===== src/rtl/act_skew_feeder_if.sv =====
// Activation feeder bus: upstream valid/ready vector handshake plus the skewed
// array-side outputs and status.
interface act_skew_feeder_if #(
  parameter int unsigned SYS_ARR_SIZE = 8,
  parameter int unsigned ACT_WIDTH    = 16,
  parameter int unsigned CNT_WIDTH    = 16
);
  logic                              in_valid;
  logic                              in_ready;
  logic                              in_last;
  logic [SYS_ARR_SIZE*ACT_WIDTH-1:0] in_data;
  logic [SYS_ARR_SIZE*ACT_WIDTH-1:0] act_data_out;
  logic [SYS_ARR_SIZE-1:0]           act_valid_out;
  logic                              busy;
  logic                              done;
  logic [CNT_WIDTH-1:0]              vec_count;

  modport master (
    output in_valid, in_last, in_data,
    input  in_ready, act_data_out, act_valid_out, busy, done, vec_count
  );

  modport slave (
    input  in_valid, in_last, in_data,
    output in_ready, act_data_out, act_valid_out, busy, done, vec_count
  );
endinterface


===== src/rtl/act_skew_feeder.sv =====
// Systolic-array activation feeder: accepts one vector per cycle and delays lane i
// by i extra cycles, then flushes the skew pipe and pulses done after the last vector.
module act_skew_feeder #(
  parameter int unsigned SYS_ARR_SIZE = 8,
  parameter int unsigned ACT_WIDTH    = 16,
  parameter int unsigned CNT_WIDTH    = 16
) (
  input logic              clk,
  input logic              reset,
  act_skew_feeder_if.slave bus
);

  localparam int unsigned CntW = (SYS_ARR_SIZE > 1) ? $clog2(SYS_ARR_SIZE) : 1;
  localparam logic [CntW-1:0] CntLoad = CntW'(SYS_ARR_SIZE - 1);

  typedef enum logic [1:0] {StIdle, StStream, StFlush} state_e;

  state_e               state_q, state_d;
  logic [CntW-1:0]      cnt_q, cnt_d;
  logic [CNT_WIDTH-1:0] vec_count_q, vec_count_d;

  logic in_ready, busy, done, accept;

  logic [SYS_ARR_SIZE*ACT_WIDTH-1:0] act_data;
  logic [SYS_ARR_SIZE-1:0]           act_valid;

  assign accept = bus.in_valid & in_ready;

  // FSM state register
  always_ff @(posedge clk or posedge reset) begin
    if (reset) begin
      state_q <= StIdle;
    end else begin
      state_q <= state_d;
    end
  end

  // FSM next state
  always_comb begin
    state_d = state_q;
    unique case (state_q)
      StIdle: begin
        if (accept) state_d = bus.in_last ? StFlush : StStream;
      end
      StStream: begin
        if (accept && bus.in_last) state_d = StFlush;
      end
      StFlush: begin
        if (cnt_q == '0) state_d = StIdle;
      end
      default: state_d = StIdle;
    endcase
  end

  // FSM outputs
  always_comb begin
    in_ready = (state_q != StFlush);
    busy     = (state_q != StIdle);
    done     = (state_q == StFlush) && (cnt_q == '0);
  end

  // Flush countdown and stream vector count; no accept can happen during flush.
  always_comb begin
    cnt_d       = cnt_q;
    vec_count_d = vec_count_q;
    if (accept) begin
      vec_count_d = (state_q == StIdle) ? CNT_WIDTH'(1) : vec_count_q + CNT_WIDTH'(1);
      if (bus.in_last) cnt_d = CntLoad;
    end else if (state_q == StFlush && cnt_q != '0) begin
      cnt_d = cnt_q - CntW'(1);
    end
  end

  always_ff @(posedge clk or posedge reset) begin
    if (reset) begin
      cnt_q       <= '0;
      vec_count_q <= '0;
    end else begin
      cnt_q       <= cnt_d;
      vec_count_q <= vec_count_d;
    end
  end

  // Lane i is a shift register of depth i+1 that advances every clock regardless of input.
  for (genvar gi = 0; gi < SYS_ARR_SIZE; gi++) begin : g_lane
    logic [gi:0][ACT_WIDTH-1:0] dat_q, dat_d;
    logic [gi:0]                vld_q, vld_d;

    always_comb begin
      dat_d[0] = accept ? bus.in_data[gi*ACT_WIDTH +: ACT_WIDTH] : '0;
      vld_d[0] = accept;
      for (int s = 1; s <= gi; s++) begin
        dat_d[s] = dat_q[s-1];
        vld_d[s] = vld_q[s-1];
      end
    end

    always_ff @(posedge clk or posedge reset) begin
      if (reset) begin
        dat_q <= '0;
        vld_q <= '0;
      end else begin
        dat_q <= dat_d;
        vld_q <= vld_d;
      end
    end

    assign act_data[gi*ACT_WIDTH +: ACT_WIDTH] = dat_q[gi];
    assign act_valid[gi]                       = vld_q[gi];
  end

  assign bus.in_ready      = in_ready;
  assign bus.busy          = busy;
  assign bus.done          = done;
  assign bus.vec_count     = vec_count_q;
  assign bus.act_data_out  = act_data;
  assign bus.act_valid_out = act_valid;

endmodule

===== src/flat_wrapper.sv =====
// flat-port wrapper written by rule: the top's interface ports become plain ports
module act_skew_feeder_flat 
#(
  parameter int unsigned SYS_ARR_SIZE = 8,
  parameter int unsigned ACT_WIDTH    = 16,
  parameter int unsigned CNT_WIDTH    = 16
)
  (clk, reset, bus_in_valid, bus_in_last, bus_in_data, bus_in_ready, bus_act_data_out, bus_act_valid_out, bus_busy, bus_done, bus_vec_count);
  act_skew_feeder_if #(.SYS_ARR_SIZE(SYS_ARR_SIZE), .ACT_WIDTH(ACT_WIDTH), .CNT_WIDTH(CNT_WIDTH)) bus_i ();
  input logic clk;
  input logic reset;
  input wire logic [$bits(bus_i.in_valid)-1:0] bus_in_valid;
  input wire logic [$bits(bus_i.in_last)-1:0] bus_in_last;
  input wire logic [$bits(bus_i.in_data)-1:0] bus_in_data;
  output wire logic [$bits(bus_i.in_ready)-1:0] bus_in_ready;
  output wire logic [$bits(bus_i.act_data_out)-1:0] bus_act_data_out;
  output wire logic [$bits(bus_i.act_valid_out)-1:0] bus_act_valid_out;
  output wire logic [$bits(bus_i.busy)-1:0] bus_busy;
  output wire logic [$bits(bus_i.done)-1:0] bus_done;
  output wire logic [$bits(bus_i.vec_count)-1:0] bus_vec_count;
  assign bus_i.in_valid = bus_in_valid;
  assign bus_i.in_last = bus_in_last;
  assign bus_i.in_data = bus_in_data;
  assign bus_in_ready = bus_i.in_ready;
  assign bus_act_data_out = bus_i.act_data_out;
  assign bus_act_valid_out = bus_i.act_valid_out;
  assign bus_busy = bus_i.busy;
  assign bus_done = bus_i.done;
  assign bus_vec_count = bus_i.vec_count;
  act_skew_feeder #(.SYS_ARR_SIZE(SYS_ARR_SIZE), .ACT_WIDTH(ACT_WIDTH), .CNT_WIDTH(CNT_WIDTH)) u_core (.clk(clk), .reset(reset), .bus(bus_i));
endmodule

===== config.mk =====
export PLATFORM = sky130hd
export DESIGN_NAME = act_skew_feeder_flat
export DESIGN_NICKNAME = d
export VERILOG_FILES = /design/src/rtl/act_skew_feeder_if.sv /design/src/rtl/act_skew_feeder.sv /design/src/flat_wrapper.sv
export SDC_FILE = /design/constraint.sdc
export NUM_CORES = 1
export LEC_CHECK = 0
export ABC_AREA = 1
export CORE_ASPECT_RATIO = 1.1
export CORE_MARGIN = 4
export CORE_UTILIZATION = 50
export CTS_CLUSTER_DIAMETER = 30
export DETAILED_ROUTE_END_ITERATION = 8
export PLACE_DENSITY = 0.76
export SYNTH_ARGS = -nofsm -noshare
export SYNTH_HDL_FRONTEND = slang
export SYNTH_SLANG_ARGS = --single-unit

===== constraint.sdc =====
create_clock -name clk -period 28.8 [get_ports clk]
set_input_delay 2.88 -clock clk [delete_from_list [all_inputs] [get_ports clk]]
set_output_delay 2.88 -clock clk [all_outputs]
set_load 0.01 [all_outputs]

==> reports/qor.yml, run 1 <==
outcome: "completed"
drt_iter0_drc: 479
grt.total_usage_pct: 19.07
gr-total-overflow: 0
crit-reg2reg-launch: "u_core.state_q[0]"
post_detailed_placement_cell_area_sq_mm: 0.02023
synth_seq_area_share_pct: 89.66
detailed_place_hpwl_um: 18920
final_cell_area_sq_mm: 0.02340
dr.pass1.iters: 4
timing.final.crit_period_ns: 4.944
synth_nets: 1149
vias: 8491
wl_per_cell_um: 17.93
dieArea_sq_mm: 0.03678
critical-path-slowest-cell: "sky130_fd_sc_hd__clkdlybuf4s50_1"
synthesis.area_sq_mm: 0.01688
vias_in_the_first_global_route: 9715
fmaxAchievable_mhz: 202.3
clock_tree.buffer_depth: 3
regToRegSetupSlack_ns: 26.40
hold_path_class: "reg2reg"
synth_largest_area_cell: "sky130_fd_sc_hd__dfrtp_1"
placementRows: 70
vdd.ir_drop.worst_v: 0.00007076
final_layout_size_suffix_gt1_share_pct: 12.58
cp_slowest_stage_delay_ns: 0.54
route.detailed.vias_per_inst: 4.481
final.setup.tns_ns: 0
post_route_clock_period_utilization_pct: 17.17
power-per-cell-area_mw_per_mm2: 103.2
clkLatencyLatePin_ns: 0.59
syn_avg_cell_area_sq_um: 16.65
worst_setup_path_end_kind: "output port"
final_hold_viol_count: 0
ioPinCount: 287
grt_pass1_wl_um: 53380
antenna_found_initial: 13
holdCritStartpoint: "u_core.g_lane[6].dat_d[92]"
setup.worst_path.class: "reg2out"
syn2layout_area_growth_pct: 38.61
fin_worst_skew_ns: 0.02020
clock_sinks: 605
cp_data_required_time_ns: 25.92
crit_path_cell_trace: "inv_1, ha_1, ha_1, inv_1, nor2_1, clkdlybuf4s50_1"
route.final.wire_length_um: 33970
critPathTopFamily: "buffers and inverters"
worst-slew-pin-transition_ns: 1.076
ant_nets: 0
timing.critical_path.fanout_max: 3
grt_setup_unrepaired: "false"
path_clk_slew_ns: 0.06
die_w_um: 183.2
postcts_resize_cnt: 0
ctsRootBufferMaster: "sky130_fd_sc_hd__clkbuf_16"
syn_inst: 1014
final_net_count: 1514
post_cts_buffers: 0
ys_warn_count: 0
netlist.area_leader.share_pct: 89.66
power_leakage_nw: 12.05
die_h_um: 200.7
startpoint_type: "flop"
maxCapViolCount: 0
yosys_register_bits: 605
cts_tree: "done"
gp_congestion: 0.8570
port_buffers: 286
drc_violations_left: 0
synth_top_cells_by_area: "sky130_fd_sc_hd__dfrtp_1 90%, sky130_fd_sc_hd__nor2_1 3.4%, sky130_fd_sc_hd__inv_1 3.4%"
cts_buffers: 88
cts_htree_levels: 3
grt_start_max_net_pins: 213
synth_cell_type_count: 24
cts.hold.buffers_added: 0
worst_r2r_endpoint: "u_core.bus.vec_count[2]"
cp_num_buf_inv: 3
hold-path-endpoint: "u_core.g_lane[6].dat_d[108]"
hold_path_depth: 0
slew_headroom_pct: 28.28
layout.filler_cells: 2027
slew_violations: 0
timing.reg2reg.worst_path_depth: 7
setup_viol: 0
starting_density_of_the_core_pct: 50.73
crit_arrival_ns: 2.06
floorplan.core_area_sq_mm: 0.03328
[how the worst max path moves through the flow]
stage                               start                           end  slack, ns  cells after the start
after floorplan                     reset  u_core.bus.act_data_out[100]       8.98                      1
after global placement       bus_in_valid       u_core.bus.vec_count[2]      23.54                      6
after detailed placement     bus_in_valid       u_core.bus.vec_count[2]      23.49                      6
after CTS                 u_core.cnt_q[0]                      bus_done      23.83                      6
after global routing      u_core.cnt_q[0]                      bus_done      23.79                      6
final                     u_core.cnt_q[0]                      bus_done      23.86                      6
[cells in the final DEF, fill, tap and decap left out, drive strengths merged]
| cell type | synthesis | final |
|---|---|---|
| dfrtp | 605 | 605 |
| clkdlybuf4s50 | 0 | 286 |
| inv | 156 | 186 |
| nor2 | 158 | 158 |
| clkbuf | 1 | 100 |
| nand2 | 37 | 37 |
| clkinv | 0 | 18 |
| nand3 | 11 | 11 |
| bufinv | 0 | 10 |
| a21oi | 10 | 10 |
| diode | 0 | 8 |
| clkinvlp | 0 | 8 |
| o21ai | 8 | 8 |
| buf | 15 | 5 |
| nand4 | 4 | 4 |
| ha | 3 | 3 |
| a22oi | 2 | 2 |
| or2 | 1 | 1 |
| o22ai | 1 | 1 |
| nor3 | 1 | 1 |
| nor3b | 1 | 1 |
[routing by layer]
layer  global-route usage, %  part of all wire, %  up-vias
met3                   5.781                  6.7       83
li1                        -                    -     3772
met1                   21.04                   35     4327
met5                       0                 0.20        -
met4                   9.340                  4.0       10
met2                   33.44                   54      299
[sequential cells by signal, indices dropped and copies added, names as in the netlist]
register and count:
u_core.bus.act_data_out 112, u_core.bus.vec_count 16, u_core.g_lane.dat_q 16, u_core.state_q 2, u_core.g_lane.dat_d 448, u_core.cnt_q 3
u_core.g_lane.vld_q 8
[Yosys cell counts]
cell and count:
sky130_fd_sc_hd__nand2_2 1, sky130_fd_sc_hd__ha_1 3, sky130_fd_sc_hd__dfrtp_1 605, sky130_fd_sc_hd__o21ai_0 6
sky130_fd_sc_hd__nor2_2 3, sky130_fd_sc_hd__nor2_1 154, sky130_fd_sc_hd__a21oi_2 1, sky130_fd_sc_hd__clkbuf_8 1
sky130_fd_sc_hd__nand2_1 34, sky130_fd_sc_hd__nand2_4 2, sky130_fd_sc_hd__a21oi_1 9, sky130_fd_sc_hd__buf_4 11
sky130_fd_sc_hd__o21ai_2 2, sky130_fd_sc_hd__nor3_4 1, sky130_fd_sc_hd__nor2_8 1, sky130_fd_sc_hd__or2_2 1
sky130_fd_sc_hd__buf_2 4, sky130_fd_sc_hd__nor3b_1 1, sky130_fd_sc_hd__a22oi_1 2, sky130_fd_sc_hd__nand3_1 11
sky130_fd_sc_hd__inv_1 152, sky130_fd_sc_hd__inv_2 4, sky130_fd_sc_hd__nand4_1 4, sky130_fd_sc_hd__o22ai_1 1
[final cells by class]
class | count | area (sq um) | share of cell area [%]
diodes | 8 | 20.02 | 0.08553
clock buffers | 100 | 2328 | 9.949
clock inverters | 66 | 827.0 | 3.534
inverters | 156 | 593.1 | 2.534
multi-input cells | 237 | 1044 | 4.458
flip-flops and latches | 605 | 15140 | 64.69
well taps | 432 | 540.5 | 2.309
repair buffers | 291 | 2913 | 12.45
[metrics by stage]
step / total power [mW] / worst slack [ns] / utilization (%) / hold slack, ns / instances
after floorplan: 1.169 / 8.983 / - / 0.3312 / 1014
after CTS: 2.451 / 23.83 / 70.26 / 0.3274 / 1887
after global placement: 1.294 / 23.54 / 60.78 / 0.3311 / 1721
after detailed placement: 1.313 / 23.49 / 60.78 / 0.3347 / 1721
final: 2.416 / 23.86 / 70.32 / 0.3295 / 1895
after global routing: 2.518 / 23.79 / 70.32 / 0.3321 / 1895
[report_power, final]
group | internal [mW] | switching, mW
Combinational | 0.107 | 0.120
Clock | 0.694 | 0.418
Sequential | 1.02 | 0.0602
Total | 1.82 | 0.599
[cell families (layout without fill, tap and decap cells)]
logic type,after synthesis,count (layout),synth area share [%]
AO/OA/AOI/OAI,21,21,0.7262
adder cells (fa/ha/maj),3,3,0.2223
other,0,8,0
buffers and inverters,172,613,4.157
AND/OR/NAND/NOR,213,213,5.232
flip-flops,605,605,89.66
No activity file was read; power rests on OpenSTA's default activity.
==> inputs of run 2 (changes only) <==
CORE_UTILIZATION = 47   (was 50)
PLACE_DENSITY = 0.75   (was 0.76)
clock period = 4.1 ns   (was 28.8 ns; I/O delays follow)
==> reports/qor.yml, run 2 (synthesis gave the netlist of run 1 again) <==
outcome: "completed"
vias: 8411  # -0.94%
clock_tree.buffer_depth: 3  # unchanged
timing.hold.ws_ns: 0.3322  # +0.002714 ns
floorplan.core_area_sq_mm: 0.03531  # +6.1%
crit_arrival_ns: 2.05  # about the same
final_hold_viol_count: 0  # unchanged
vias_in_the_first_global_route: 9716  # +0.010%
placementRows: 72  # +2.9%
fin_worst_skew_ns: 0.02212  # +0.001920 ns
starting_density_of_the_core_pct: 47.81  # -2.9 points
grt.total_usage_pct: 17.11  # -2.0 points
cts.hold.buffers_added: 0  # unchanged
drt_iter0_drc: 413  # -14%
worst_r2r_endpoint: "u_core.g_lane[5].dat_d[22]"
grt_start_max_net_pins: 123  # -42%
layoutNonFillerInstCount: 1959  # +3.4%
post_detailed_placement_cell_area_sq_mm: 0.02045  # +1.1%
power-per-cell-area_mw_per_mm2: 719.7  # +600%
p_clk_share_pct: 46.5  # +0.5 points
regToRegSetupSlack_ns: 2.25  # -24.15 ns
largest_reg_flops: 448  # unchanged
layout.cells.most_common_list: "605 x sky130_fd_sc_hd__dfrtp_1, 286 x sky130_fd_sc_hd__clkdlybuf4s50_1, 154 x sky130_fd_sc_hd__nor2_1, 151 x sky130_fd_sc_hd__inv_1, 94 x sky130_fd_sc_hd__clkbuf_16"
holdCritStartpoint: "bus_in_data[29]"
antenna_found_initial: 9  # -4
power_leakage_nw: 12.18  # +1.1%
post_route_clock_period_utilization_pct: 60.06
final_cell_area_sq_mm: 0.02374  # +1.4%
route.detailed.vias_per_inst: 4.294  # -4.2%
hold_path_class: "in2reg"
dr.pass1.iters: 4  # unchanged
p_total_mw: 17.08  # +610%
worst-slew-pin-transition_ns: 0.8195  # -0.2563 ns
hold_path_depth: 3  # +3
dp.cells: 1780  # +3.4%
gp_congestion: 0.8483  # -1.0%
ant_nets: 0  # unchanged
cp_data_required_time_ns: 3.69  # -22.23 ns
final_layout_size_suffix_gt1_share_pct: 13.67  # +1.1 points
power.sequential.fraction_pct: 44.1  # -0.5 points
hold-path-endpoint: "u_core.g_lane[1].dat_d[29]"
crit-reg2reg-launch: "u_core.state_q[0]"
die_w_um: 188.7  # +3.0%
cts_htree_levels: 3  # unchanged
cts_tree: "done"
mostFrequentLayoutCell: "sky130_fd_sc_hd__dfrtp_1"
place_worst_setup_slack_ns: 1.863  # -21.63 ns
setup.worst_path.class: "reg2out"
startpoint_type: "flop"
ctsRootBufferMaster: "sky130_fd_sc_hd__clkbuf_16"
maxCapViolCount: 0  # unchanged
comb_power_share_pct: 9.4  # about the same
critPathTopFamily: "buffers and inverters"
fmaxAchievable_mhz: 406.1
syn2layout_area_growth_pct: 40.58
cp_num_buf_inv: 3  # unchanged
finalWorstSetupSlack_ns: 1.638  # -22.22 ns
wl_per_cell_um: 16.40  # -8.5%
final_net_count: 1528  # +0.92%
critical-path-slowest-cell: "sky130_fd_sc_hd__clkdlybuf4s50_1"
crit_path_cell_trace: "inv_1, ha_1, ha_1, inv_1, nor2_1, clkdlybuf4s50_1"
postcts_resize_cnt: 0  # unchanged
clkLatencyLatePin_ns: 0.59  # about the same
detailed_place_hpwl_um: 19080  # +0.84%
port_buffers: 286  # unchanged
switching_share_pct: 24.32  # -0.48 points
cts_buffers: 92  # +4.5%
cp_slowest_stage_delay_ns: 0.54  # about the same
post_cts_buffers: 0  # unchanged
ioPinCount: 287  # unchanged
drc_violations_left: 0  # unchanged
worst_setup_path_end_kind: "output port"
timing.critical_path.fanout_max: 3  # unchanged
intPower_mw: 12.93  # +610%
slew_headroom_pct: 45.25  # +17 points
clock_sinks: 605  # unchanged
dieArea_sq_mm: 0.03903  # +6.1%
setup_viol: 0  # unchanged
die_h_um: 206.8  # +3.0%
grt_pass1_wl_um: 51690  # -3.2%
grt_setup_unrepaired: "false"
power.net_switching_mw: 4.155  # +590%
gr-total-overflow: 0  # unchanged
path_clk_slew_ns: 0.06  # about the same
timing.reg2reg.worst_path_depth: 5  # -2
timing.final.crit_period_ns: 2.462
vdd.ir_drop.worst_v: 0.0004269  # +500%
slew_violations: 0  # unchanged
route.final.wire_length_um: 32130  # -5.4%
==> run 2: cell count changes in the layout (fill, tap and decap cells not counted), sizes merged <==
cell / previous run / this run
buf: 5 / 15
inv: 186 / 182
clkbuf: 100 / 99
clkinv: 18 / 28
==> run 2: worst max-delay path by stage <==
| stage | from | end | slack [ns] | depth (start not counted) |
|---|---|---|---|---|
| CTS | u_core.cnt_q[0] | bus_done | 1.59 | 6 |
| detailed placement | bus_in_valid | u_core.g_lane[0].dat_q[6] | 1.86 | 4 |
| floorplan | reset | u_core.bus.act_data_out[100] | -4.56 | 1 |
| global placement | bus_in_valid | u_core.g_lane[0].dat_q[12] | 1.95 | 4 |
| finish | u_core.cnt_q[0] | bus_done | 1.64 | 6 |
| global route | u_core.cnt_q[0] | bus_done | 1.50 | 6 |
==> run 2: power groups by stage <==
stage / clock network (mW) / registers [mW] / logic, mW
floorplan: 0 / 7.67 / 0.546
global placement: 0 / 7.53 / 1.57
detailed placement: 0 / 7.62 / 1.63
CTS: 8.12 / 7.56 / 1.65
global route: 8.44 / 7.65 / 1.75
finish: 7.94 / 7.53 / 1.61
==> run 2: layout make-up <==
type                            count  area [sq um]
Antenna cell                        8         20.02
Clock buffer                       99          2401
Clock inverter                     72         865.8
Fill cell                        2362         11580
Inverter                          156         589.3
Multi-Input combinational cell    237          1044
Sequential cell                   605         15140
Tap cell                          481         601.8
Timing Repair Buffer              301          3075
==> run 2: per-stage QoR <==
| stage | util [%] | setup TNS (ns) |
|---|---|---|
| floorplan | - | -2760.71 |
| global placement | 57.91 | 0 |
| detailed placement | 57.91 | 0 |
| CTS | 67.16 | 0 |
| global route | 67.20 | 0 |
| finish | 67.22 | 0 |
==> run 2: worst min-delay path: stages <==
cell and delay [ns]:
sky130_fd_sc_hd__clkdlybuf4s50_1 0.39, sky130_fd_sc_hd__inv_1 0.05, sky130_fd_sc_hd__nor2_1 0.04
==> run 2: layer usage <==
metal  track usage [%]  up-vias  wire [um]
met2             28.53      294      16520
met4             8.563        4       1217
met1             20.06     4228      12030
li1                  -     3805          -
met5                 0        -         22
met3             5.903       80       2342
==> inputs of run 3 (changes only) <==
CORE_UTILIZATION = 50   (was 47)
PLACE_DENSITY = 0.76   (was 0.75)
clock period = 2.3 ns   (was 4.1 ns; I/O delays follow)
==> reports/qor.yml, run 3 (synthesis gave the netlist of run 1 again) <==
dieArea_sq_mm: 0.03678  # -5.8%
setup.worst_path.class: "reg2out"
cts_tree: "done"
detailed_place_hpwl_um: 20320  # +6.5%
layout.cells.most_common_list: "605 x sky130_fd_sc_hd__dfrtp_1, 285 x sky130_fd_sc_hd__clkdlybuf4s50_1, 154 x sky130_fd_sc_hd__nor2_1, 151 x sky130_fd_sc_hd__inv_1, 87 x sky130_fd_sc_hd__clkbuf_16"
grt_setup_unrepaired: "false"
crit_path_cell_trace: "inv_1, nand2_1, clkdlybuf4s50_1"
route.detailed.vias_per_inst: 4.500  # +4.8%
grt_start_max_net_pins: 98  # -20%
ioPinCount: 287  # unchanged
clock_tree.buffer_depth: 3  # unchanged
slew_headroom_pct: 66.46  # +21 points
p_clk_share_pct: 43.8  # -2.7 points
fmaxAchievable_mhz: 486.1
power-per-cell-area_mw_per_mm2: 1250  # +74%
power.sequential.fraction_pct: 46.3  # +2.2 points
cts_buffers: 86  # -6.5%
floorplan.core_area_sq_mm: 0.03328  # -5.8%
cp_data_required_time_ns: 2.07  # -1.62 ns
starting_density_of_the_core_pct: 50.73  # +2.9 points
worst-slew-pin-transition_ns: 0.5031  # -0.3164 ns
path_clk_slew_ns: 0.06  # about the same
switching_share_pct: 25.38  # +1.1 points
route.final.wire_length_um: 34790  # +8.3%
timing.final.crit_period_ns: 2.057
antenna_found_initial: 10  # +1
critical-path-slowest-cell: "sky130_fd_sc_hd__clkdlybuf4s50_1"
hold_path_class: "in2async"
gr-total-overflow: 0  # unchanged
ant_nets: 0  # unchanged
crit-reg2reg-launch: "u_core.state_q[0]"
clkLatencyLatePin_ns: 0.59  # about the same
cp_num_buf_inv: 2  # -1
die_w_um: 183.2  # -2.9%
largest_reg_flops: 448  # unchanged
drc_violations_left: 0  # unchanged
vias: 8541  # +1.5%
critPathTopFamily: "buffers and inverters"
final_net_count: 1522  # -0.39%
comb_power_share_pct: 9.9  # +0.5 points
maxCapViolCount: 0  # unchanged
syn2layout_area_growth_pct: 38.20
fin_worst_skew_ns: 0.01637  # -0.005746 ns
dr.pass1.iters: 4  # unchanged
placementRows: 70  # -2.8%
power.net_switching_mw: 7.406  # +78%
wl_per_cell_um: 18.33  # +12%
vias_in_the_first_global_route: 9766  # +0.51%
outcome: "completed"
worst_r2r_endpoint: "u_core.g_lane[0].dat_q[15]"
timing.hold.ws_ns: 0.06098  # -0.2712 ns
timing.reg2reg.worst_path_depth: 5  # unchanged
timing.critical_path.fanout_max: 4  # +1
intPower_mw: 21.77  # +68%
worst_setup_path_end_kind: "output port"
grt.total_usage_pct: 19.64  # +2.5 points
setup_viol: 0  # unchanged
regToRegSetupSlack_ns: 0.62  # -1.63 ns
cp_slowest_stage_delay_ns: 0.56  # +0.02 ns
power_leakage_nw: 12.02  # -1.3%
final_hold_viol_count: 0  # unchanged
mostFrequentLayoutCell: "sky130_fd_sc_hd__dfrtp_1"
ctsRootBufferMaster: "sky130_fd_sc_hd__clkbuf_16"
port_buffers: 286  # unchanged
crit_arrival_ns: 1.83  # -0.22 ns
post_route_clock_period_utilization_pct: 89.44
startpoint_type: "flop"
clock_sinks: 605  # unchanged
vdd.ir_drop.worst_v: 0.0009187  # +120%
grt_pass1_wl_um: 54880  # +6.2%
post-route-util_pct: 70.11  # +2.9 points
slew_violations: 0  # unchanged
drt_iter0_drc: 568  # +38%
die_h_um: 200.7  # -2.9%
final_layout_size_suffix_gt1_share_pct: 12.89  # -0.79 points
gp_congestion: 0.8604  # +1.4%
cts_htree_levels: 3  # unchanged
-- run 3: per-stage QoR --
| step | instances | setup WS (ns) | area [sq um] | power [mW] | TNS [ns] |
|---|---|---|---|---|---|
| after floorplan | 1014 | -6.183 | 16890 | 14.64 | -3740.81 |
| after global placement | 1731 | 0.4787 | 20400 | 16.23 | 0 |
| after detailed placement | 1731 | 0.4301 | 20400 | 16.51 | 0 |
| after CTS | 1891 | 0.007308 | 23310 | 29.58 | 0 |
| after global routing | 1896 | 0.1465 | 23330 | 30.51 | 0 |
| final | 1898 | 0.2429 | 23330 | 29.18 | 0 |
-- run 3: layer usage --
metal / vias up / GRT usage (%) / wire length, um
li1: 3785 / - / -
met1: 4336 / 22.09 / 12300
met2: 333 / 34.56 / 18910
met3: 79 / 5.672 / 2273
met4: 8 / 8.941 / 1258
met5: - / 0 / 48
-- run 3: worst max-delay path by stage --
| stage | start | endpoint | cells after the start |
|---|---|---|---|
| finish | u_core.state_q[1] | bus_busy | 3 |
| global route | u_core.state_q[1] | bus_busy | 3 |
| CTS | u_core.cnt_q[0] | bus_done | 6 |
| detailed placement | bus_in_valid | u_core.g_lane[0].dat_q[15] | 4 |
| global placement | bus_in_valid | u_core.g_lane[2].dat_d[16] | 4 |
| floorplan | reset | u_core.bus.act_data_out[100] | 1 |
-- run 3: what timing repair did --
action | CTS | global route
gates resized for setup | 0 | 1
setup buffers | 0 | 0
setup endpoints to repair | 0 | 1
hold buffers | 0 | 0
-- run 3: layout make-up --
class / instances / area, sq um
flip-flops and latches: 605 / 15140
fillers: 2094 / 9947
repair buffers: 301 / 3090
clock buffers: 95 / 2247
multi-input cells: 237 / 1044
clock inverters: 65 / 666.9
inverters: 156 / 589.3
well taps: 432 / 540.5
diodes: 7 / 17.52
-- run 3: power groups by stage --
stage | sequential [mW] | combinational (mW) | clock, mW
finish | 13.5 | 2.89 | 12.8
global route | 13.7 | 3.14 | 13.7
CTS | 13.5 | 2.95 | 13.1
detailed placement | 13.6 | 2.90 | 0
global placement | 13.4 | 2.81 | 0
floorplan | 13.7 | 0.973 | 0
-- run 3: worst reg2reg max path: stages, from the launching register on --
cell,delay [ns]
sky130_fd_sc_hd__dfrtp_1,0.41
sky130_fd_sc_hd__inv_2,0.13
sky130_fd_sc_hd__nand2_4,0.09
sky130_fd_sc_hd__nand2_4,0.32
sky130_fd_sc_hd__buf_4,0.47
sky130_fd_sc_hd__nor2_1,0.14
